==> src/rtl/neuron_pkg.sv <==
// neuron_pkg
// Shared constants, state encoding and helpers for the layer-1 neuron input loader.
//   N_INPUTS       : pixel/weight pairs fed to the neuron
//   W_WIDTH        : weight and result width (two's complement)
//   PIX_BYTES      : stream bytes carrying the packed pixel bits
//   NEURON_LATENCY : register stages between neuron inputs and neuron output
// No configuration macros are used in this file.
package neuron_pkg;

    localparam int N_INPUTS       = 49;
    localparam int W_WIDTH        = 8;
    localparam int PIX_BYTES      = (N_INPUTS + 7) / 8;
    localparam int NEURON_LATENCY = 2;

    localparam int WCNT_W = $clog2(N_INPUTS);
    localparam int PCNT_W = $clog2(PIX_BYTES);
    localparam int WAIT_W = $clog2(NEURON_LATENCY + 1);

    typedef enum logic [1:0] {
        LOAD_W,
        LOAD_P,
        WAIT,
        RESULT
    } loaderState_t;

    // Bit position of the least significant bit of weight k in the packed weight bus.
    function automatic int weightLsb(input int k);
        return k * W_WIDTH;
    endfunction

endpackage

==> src/rtl/pixel_byte_unpacker.sv <==
// pixel_byte_unpacker
// Merges one stream byte into the packed pixel vector: byte j lands on pixels
// [8j+7:8j], LSB first. Bit positions at or beyond N_INPUTS do not exist in the
// vector, so the unused high bits of the last pixel byte simply fall away.
// Ports:
//   i_pixels  : current pixel vector
//   i_wrEn    : merge i_byte this cycle
//   i_byteIdx : pixel byte index j
//   i_byte    : stream byte
//   o_pixels  : updated pixel vector (equals i_pixels when i_wrEn is low)
// No configuration macros are used in this file.
module pixel_byte_unpacker
    import neuron_pkg::*;
(
    input  logic [N_INPUTS-1:0] i_pixels,
    input  logic                i_wrEn,
    input  logic [PCNT_W-1:0]   i_byteIdx,
    input  logic [7:0]          i_byte,
    output logic [N_INPUTS-1:0] o_pixels
);

    // Walk the real pixel positions only; that is what masks the missing indices.
    always_comb begin
        o_pixels = i_pixels;
        for (int b = 0; b < N_INPUTS; b++) begin
            if (i_wrEn && ((b / 8) == int'(i_byteIdx))) begin
                o_pixels[b] = i_byte[b % 8];
            end
        end
    end

endmodule

==> src/rtl/neuron_input_loader.sv <==
// neuron_input_loader
// Byte-stream front end for the layer-1 neuron. Unpacks a framed stream
// (N_INPUTS weight bytes, then PIX_BYTES pixel bytes) into the neuron inputs,
// holds them while the neuron pipeline settles, then captures the neuron result
// and offers it downstream.
// Ports:
//   clk, rst             : clock and synchronous active-high reset
//   in_valid/in_ready    : stream handshake, in_data is the stream byte
//   weights, pixels      : neuron inputs, change only on accepted bytes
//   neuron_out           : neuron result, captured raw
//   res_valid/res_ready  : result handshake, res_data is the captured result
//   busy                 : low only when idle at the start of a full frame
// Configuration macro: LOADER_WEIGHT_KEEP_EN keeps the first frame's weights and
// makes every later frame pixel bytes only.
module neuron_input_loader
    import neuron_pkg::*;
(
    input  logic                        clk,
    input  logic                        rst,
    input  logic                        in_valid,
    output logic                        in_ready,
    input  logic [7:0]                  in_data,
    output logic [N_INPUTS*W_WIDTH-1:0] weights,
    output logic [N_INPUTS-1:0]         pixels,
    input  logic [W_WIDTH-1:0]          neuron_out,
    output logic                        res_valid,
    input  logic                        res_ready,
    output logic [W_WIDTH-1:0]          res_data,
    output logic                        busy
);

    localparam logic [WCNT_W-1:0] W_LAST_IDX = WCNT_W'(N_INPUTS - 1);
    localparam logic [PCNT_W-1:0] P_LAST_IDX = PCNT_W'(PIX_BYTES - 1);
    localparam logic [WAIT_W-1:0] WAIT_DONE  = WAIT_W'(NEURON_LATENCY);

    loaderState_t r_state;
    loaderState_t w_nextState;
    loaderState_t w_returnState;

    logic [WCNT_W-1:0]           r_wCount;
    logic [PCNT_W-1:0]           r_pCount;
    logic [WAIT_W-1:0]           r_waitCount;
    logic [N_INPUTS*W_WIDTH-1:0] r_weights;
    logic [N_INPUTS-1:0]         r_pixels;
    logic                        r_resValid;
    logic [W_WIDTH-1:0]          r_resData;

    logic                        w_inReady;
    logic                        w_pixWrEn;
    logic [N_INPUTS-1:0]         w_nextPixels;

`ifdef LOADER_WEIGHT_KEEP_EN
    logic r_weightsLoaded;

    // Once a whole frame has been loaded the weights are considered fixed; only reset forgets them.
    always_ff @(posedge clk) begin
        if (rst) begin
            r_weightsLoaded <= 1'b0;
        end else if ((r_state == LOAD_P) && in_valid && (r_pCount == P_LAST_IDX)) begin
            r_weightsLoaded <= 1'b1;
        end
    end

    assign w_returnState = r_weightsLoaded ? LOAD_P : LOAD_W;
`else
    assign w_returnState = LOAD_W;
`endif

    // State register.
    always_ff @(posedge clk) begin
        if (rst) begin
            r_state <= LOAD_W;
        end else begin
            r_state <= w_nextState;
        end
    end

    // Next-state decode; in_ready comes from the state register alone.
    always_comb begin
        w_nextState = r_state;
        w_inReady   = 1'b0;
        case (r_state)
            LOAD_W: begin
                w_inReady = 1'b1;
                if (in_valid && (r_wCount == W_LAST_IDX)) begin
                    w_nextState = LOAD_P;
                end
            end
            LOAD_P: begin
                w_inReady = 1'b1;
                if (in_valid && (r_pCount == P_LAST_IDX)) begin
                    w_nextState = WAIT;
                end
            end
            WAIT: begin
                if (r_waitCount == WAIT_DONE) begin
                    w_nextState = RESULT;
                end
            end
            RESULT: begin
                if (r_resValid && res_ready) begin
                    w_nextState = w_returnState;
                end
            end
            default: begin
                w_nextState = LOAD_W;
            end
        endcase
    end

    assign w_pixWrEn = (r_state == LOAD_P) && in_valid;

    pixel_byte_unpacker u_unpacker (
        .i_pixels  (r_pixels),
        .i_wrEn    (w_pixWrEn),
        .i_byteIdx (r_pCount),
        .i_byte    (in_data),
        .o_pixels  (w_nextPixels)
    );

    // Datapath: byte capture, frame counters, latency wait and result capture.
    // The wait counter runs 0..NEURON_LATENCY so the capture lands one edge after
    // the neuron sum register has seen the final inputs.
    always_ff @(posedge clk) begin
        if (rst) begin
            r_wCount    <= '0;
            r_pCount    <= '0;
            r_waitCount <= '0;
            r_weights   <= '0;
            r_pixels    <= '0;
            r_resValid  <= 1'b0;
            r_resData   <= '0;
        end else begin
            r_pixels <= w_nextPixels;
            case (r_state)
                LOAD_W: begin
                    if (in_valid) begin
                        r_weights[weightLsb(int'(r_wCount)) +: W_WIDTH] <= in_data;
                        r_wCount <= (r_wCount == W_LAST_IDX) ? '0 : r_wCount + WCNT_W'(1);
                    end
                end
                LOAD_P: begin
                    if (in_valid) begin
                        r_pCount    <= (r_pCount == P_LAST_IDX) ? '0 : r_pCount + PCNT_W'(1);
                        r_waitCount <= '0;
                    end
                end
                WAIT: begin
                    if (r_waitCount == WAIT_DONE) begin
                        r_resData  <= neuron_out;
                        r_resValid <= 1'b1;
                    end else begin
                        r_waitCount <= r_waitCount + WAIT_W'(1);
                    end
                end
                RESULT: begin
                    if (res_ready) begin
                        r_resValid <= 1'b0;
                    end
                end
                default: begin
                end
            endcase
        end
    end

    assign in_ready  = w_inReady;
    assign weights   = r_weights;
    assign pixels    = r_pixels;
    assign res_valid = r_resValid;
    assign res_data  = r_resData;
    assign busy      = !((r_state == LOAD_W) && (r_wCount == '0));

endmodule

==> config.mk <==
export PLATFORM = sky130hd
export DESIGN_NAME = neuron_input_loader
export DESIGN_NICKNAME = d
export VERILOG_FILES = /design/src/rtl/neuron_pkg.sv /design/src/rtl/pixel_byte_unpacker.sv /design/src/rtl/neuron_input_loader.sv
export SDC_FILE = /design/constraint.sdc
export NUM_CORES = 1
export LEC_CHECK = 0
export ABC_AREA = 1
export CAP_MARGIN = 20
export CORE_UTILIZATION = 45
export DETAILED_ROUTE_END_ITERATION = 10
export HOLD_SLACK_MARGIN = 0.03
export PLACE_DENSITY = 0.82
export SYNTH_ARGS = -nofsm -noshare
export SYNTH_HDL_FRONTEND = slang
export SYNTH_HIERARCHICAL = 1
export SYNTH_SLANG_ARGS = --single-unit
==> constraint.sdc <==
create_clock -name clk -period 8.23 [get_ports clk]
set_input_delay 1.646 -clock clk [delete_from_list [all_inputs] [get_ports clk]]
set_output_delay 1.646 -clock clk [all_outputs]
set_load 0.005 [all_outputs]
==> flow_summary.ini <==
[synthesis]
ys_top_cells_by_area = dfxtp_1 47%, nor2_1 12%, nand2_1 11%, nand3_1 5.6%, a21oi_1 5.5%
yosys_warnings = 6
yosysTopAreaCellShare = 0.466
avgSynthCellArea_um2 = 6.86
ys_ff_latch = 463
yosysSeqAreaShare = 0.466
async_reset_ff_frac = 0
postSynthCellCount = 2899
syn_area_um2 = 19900
synth_edf_count = 0
syn-num-nets = 2927
ys.flop_type = dfxtp_1
yosysTopAreaCell = dfxtp_1
synth_cell_types = 32

[placed_design]
gp_congestion = 0.932
io_buffers = 471
hpwl_um = 51200
dpl.cell_count = 3806
place_worst_setup_slack_ns = 3.40
placed_cell_area_um2 = 24800

[final_layout]
final_cell_count_no_fill = 3897
drive_gt1_frac = 0.0513
final_common_cell = nor2_1
nFillCells = 3941
diodes = 0
stdcell_area_um2 = 26400
final_core_util = 0.609
fin_nets = 3303
area_growth_pct = 32.7
final_cell_mix = 626 x nor2_1, 569 x nand2_1, 470 x clkdlybuf4s50_1, 463 x dfxtp_1, 257 x inv_1

[worst_setup_path]
r2r_end = weights[146]$_SDFFE_PP0P_
cp_data_arrival_time_ns = 5.17
r2r-start = r_wCount[0]$_SDFFE_PP0P_
r2r_slack_ns = 3.53
cp_slowest_cell = nor2_2
critPathBufInv = 3
path_class = reg2reg
crit_cells = 11
critical-path-top-cell-by-count = nor2_1
cp-end-kind = flop
critical_path.cell_chain = inv_2 > nand3_1 > nor2_1 > ha_1 > nand3_2 > nor2_2 > inv_2 > nor2_1 > inv_1 > nor2_1 > nor2_1
startpoint_type = flop
path_max_fanout = 22
critPathTopFamily = simple AND/OR/NAND/NOR gates
worstPathRequired_ns = 8.70
reg2regPathDepth = 11
cp_slowest_stage_delay_ns = 0.83

[route]
drt_iter0_markers = 2012
via_count = 20600
ant_nets = 0
routed_wl_um = 73100
drcViolationCount = 0
dr.pass1.iters = 7
routedWlPerCell_um = 18.8
via_per_inst = 5.28

[global_route]
gr-total-overflow = 0
antenna_found_initial = 0
grtUsageTotal = 0.313
grt_pass1_vias = 18100
grt_max_degree = 137
grt_pass1_wl_um = 108000

[sta]
max_freq_mhz = 213
setup_slack_ns = 3.53
hold_slack_ns = 0.444
rsz0062_at_grt = false
timing.final.crit_share = 0.571
finalCriticalPeriod_ns = 4.70
relSlewSlack = 0.292
drv_slew = 0
fin_setup_tns_ns = 0
clock_skew_ns = 0.0177
hold_viol_final = 0
worst_pin_slew_ns = 1.06
setup_viol = 0

[run]
maxCapViolations = 0

[worst_hold_path]
holdCritStartpoint = weights[142]$_SDFFE_PP0P_
whs_path_depth = 2
hold_path_end = weights[142]$_SDFFE_PP0P_
hp-class = reg2reg

[power]
powerDensity_nw_per_um2 = 205
totalPowerFinal_mw = 5.42
power.leakage_nw = 10.5
vdd_drop_max_uv = 147

[floorplan]
fp.dieH_um = 212
die_w_um = 212
fp.coreArea_um2 = 43400
die_area_um2 = 45100
ios = 472
initial_core_util = 0.459
row_count = 76

[clock_network]
htree_levels = 2
root_buffer = clkbuf_16
cts_buffers = 48
cts_max_path_buffers = 3
clock_sinks = 463
cts_tree = built
post-cts-setup-buffers = 0
path_clk_slew_ns = 0.06
clk_latency_ns = 0.58
cts_hold_buffers = 0
post_cts_resized = 0

[outcome]
status = complete, no violations
==> final cells by class <==
| type | instances | area, um^2 | area share |
|---|---|---|---|
| Clock inverter | 16 | 183 | 0.00692 |
| Tap cell | 585 | 732 | 0.0277 |
| Multi-Input combinational cell | 2000 | 8910 | 0.337 |
| Clock buffer | 71 | 1410 | 0.0534 |
| Timing Repair Buffer | 487 | 4860 | 0.184 |
| Sequential cell | 463 | 9270 | 0.351 |
| Inverter | 275 | 1040 | 0.0394 |
==> cell usage after synthesis (3+ instances only) <==
cell type and count:
nor2_1 629, nand2_1 570, dfxtp_1 463, inv_1 257, nand3_1 223, a21oi_1 219
o21ai_0 202, clkbuf_1 61, buf_2 60, buf_1 32, o21ai_1 29, nand4_1 26
nor2_2 19, nor2_4 18, inv_2 17, nor3_1 14, nor3b_1 12, nand3_2 9
buf_4 8, ha_1 8, nand2_2 6, nand2_4 3, nor4_1 3, xor2_1 3
==> kinds of logic after synthesis <==
kind of cell               count (synthesis)  synth area share
DFF                                      463             0.466
adders and majority gates                  8           0.00503
AOI/OAI and AO/OA                        453             0.114
buffers and inverters                    436            0.0875
xor gates and xnor gates                   3           0.00132
and+or+nand+nor                         1536             0.326
==> worst register-to-register path, stage by stage (launching register included) <==
cell	delay [ns]
dfxtp_1	0.82
inv_2	0.35
nand3_1	0.23
nor2_1	0.06
ha_1	0.39
nand3_2	0.57
nor2_2	0.84
inv_2	0.31
nor2_1	0.58
inv_1	0.24
nor2_1	0.15
nor2_1	0.05
==> layer usage <==
layer / global-route usage / up-vias / part of all wire
met5: 0 / - / 0
met4: 0.160 / 0 / 0.050
met3: 0.0606 / 185 / 0.085
met2: 0.504 / 971 / 0.46
met1: 0.399 / 9471 / 0.41
li1: - / 9933 / -
==> where the power goes <==
part           switching [mW]  internal [mW]
clock network           0.912           1.31
logic                   0.764          0.155
registers              0.0213           2.26
total                    1.70           3.72
==> worst max-delay path by stage <==
stage,from,to,slack [ns]
after floorplan,r_wCount[0]$_SDFFE_PP0P_,busy,5.16
after global placement,in_valid,weights[150]$_SDFFE_PP0P_,3.54
after detailed placement,in_valid,weights[146]$_SDFFE_PP0P_,3.40
after CTS,r_wCount[0]$_SDFFE_PP0P_,weights[146]$_SDFFE_PP0P_,3.62
after global routing,r_wCount[0]$_SDFFE_PP0P_,weights[146]$_SDFFE_PP0P_,3.13
final,r_wCount[0]$_SDFFE_PP0P_,weights[146]$_SDFFE_PP0P_,3.53
==> flip-flops by register name (all words and copies together), names as in the netlist <==
register     count
res_data         8
res_valid        1
weights        392
r_waitCount      2
r_pCount         3
pixels          49
r_state          2
r_wCount         6
(Power assumes the default switching activity.)
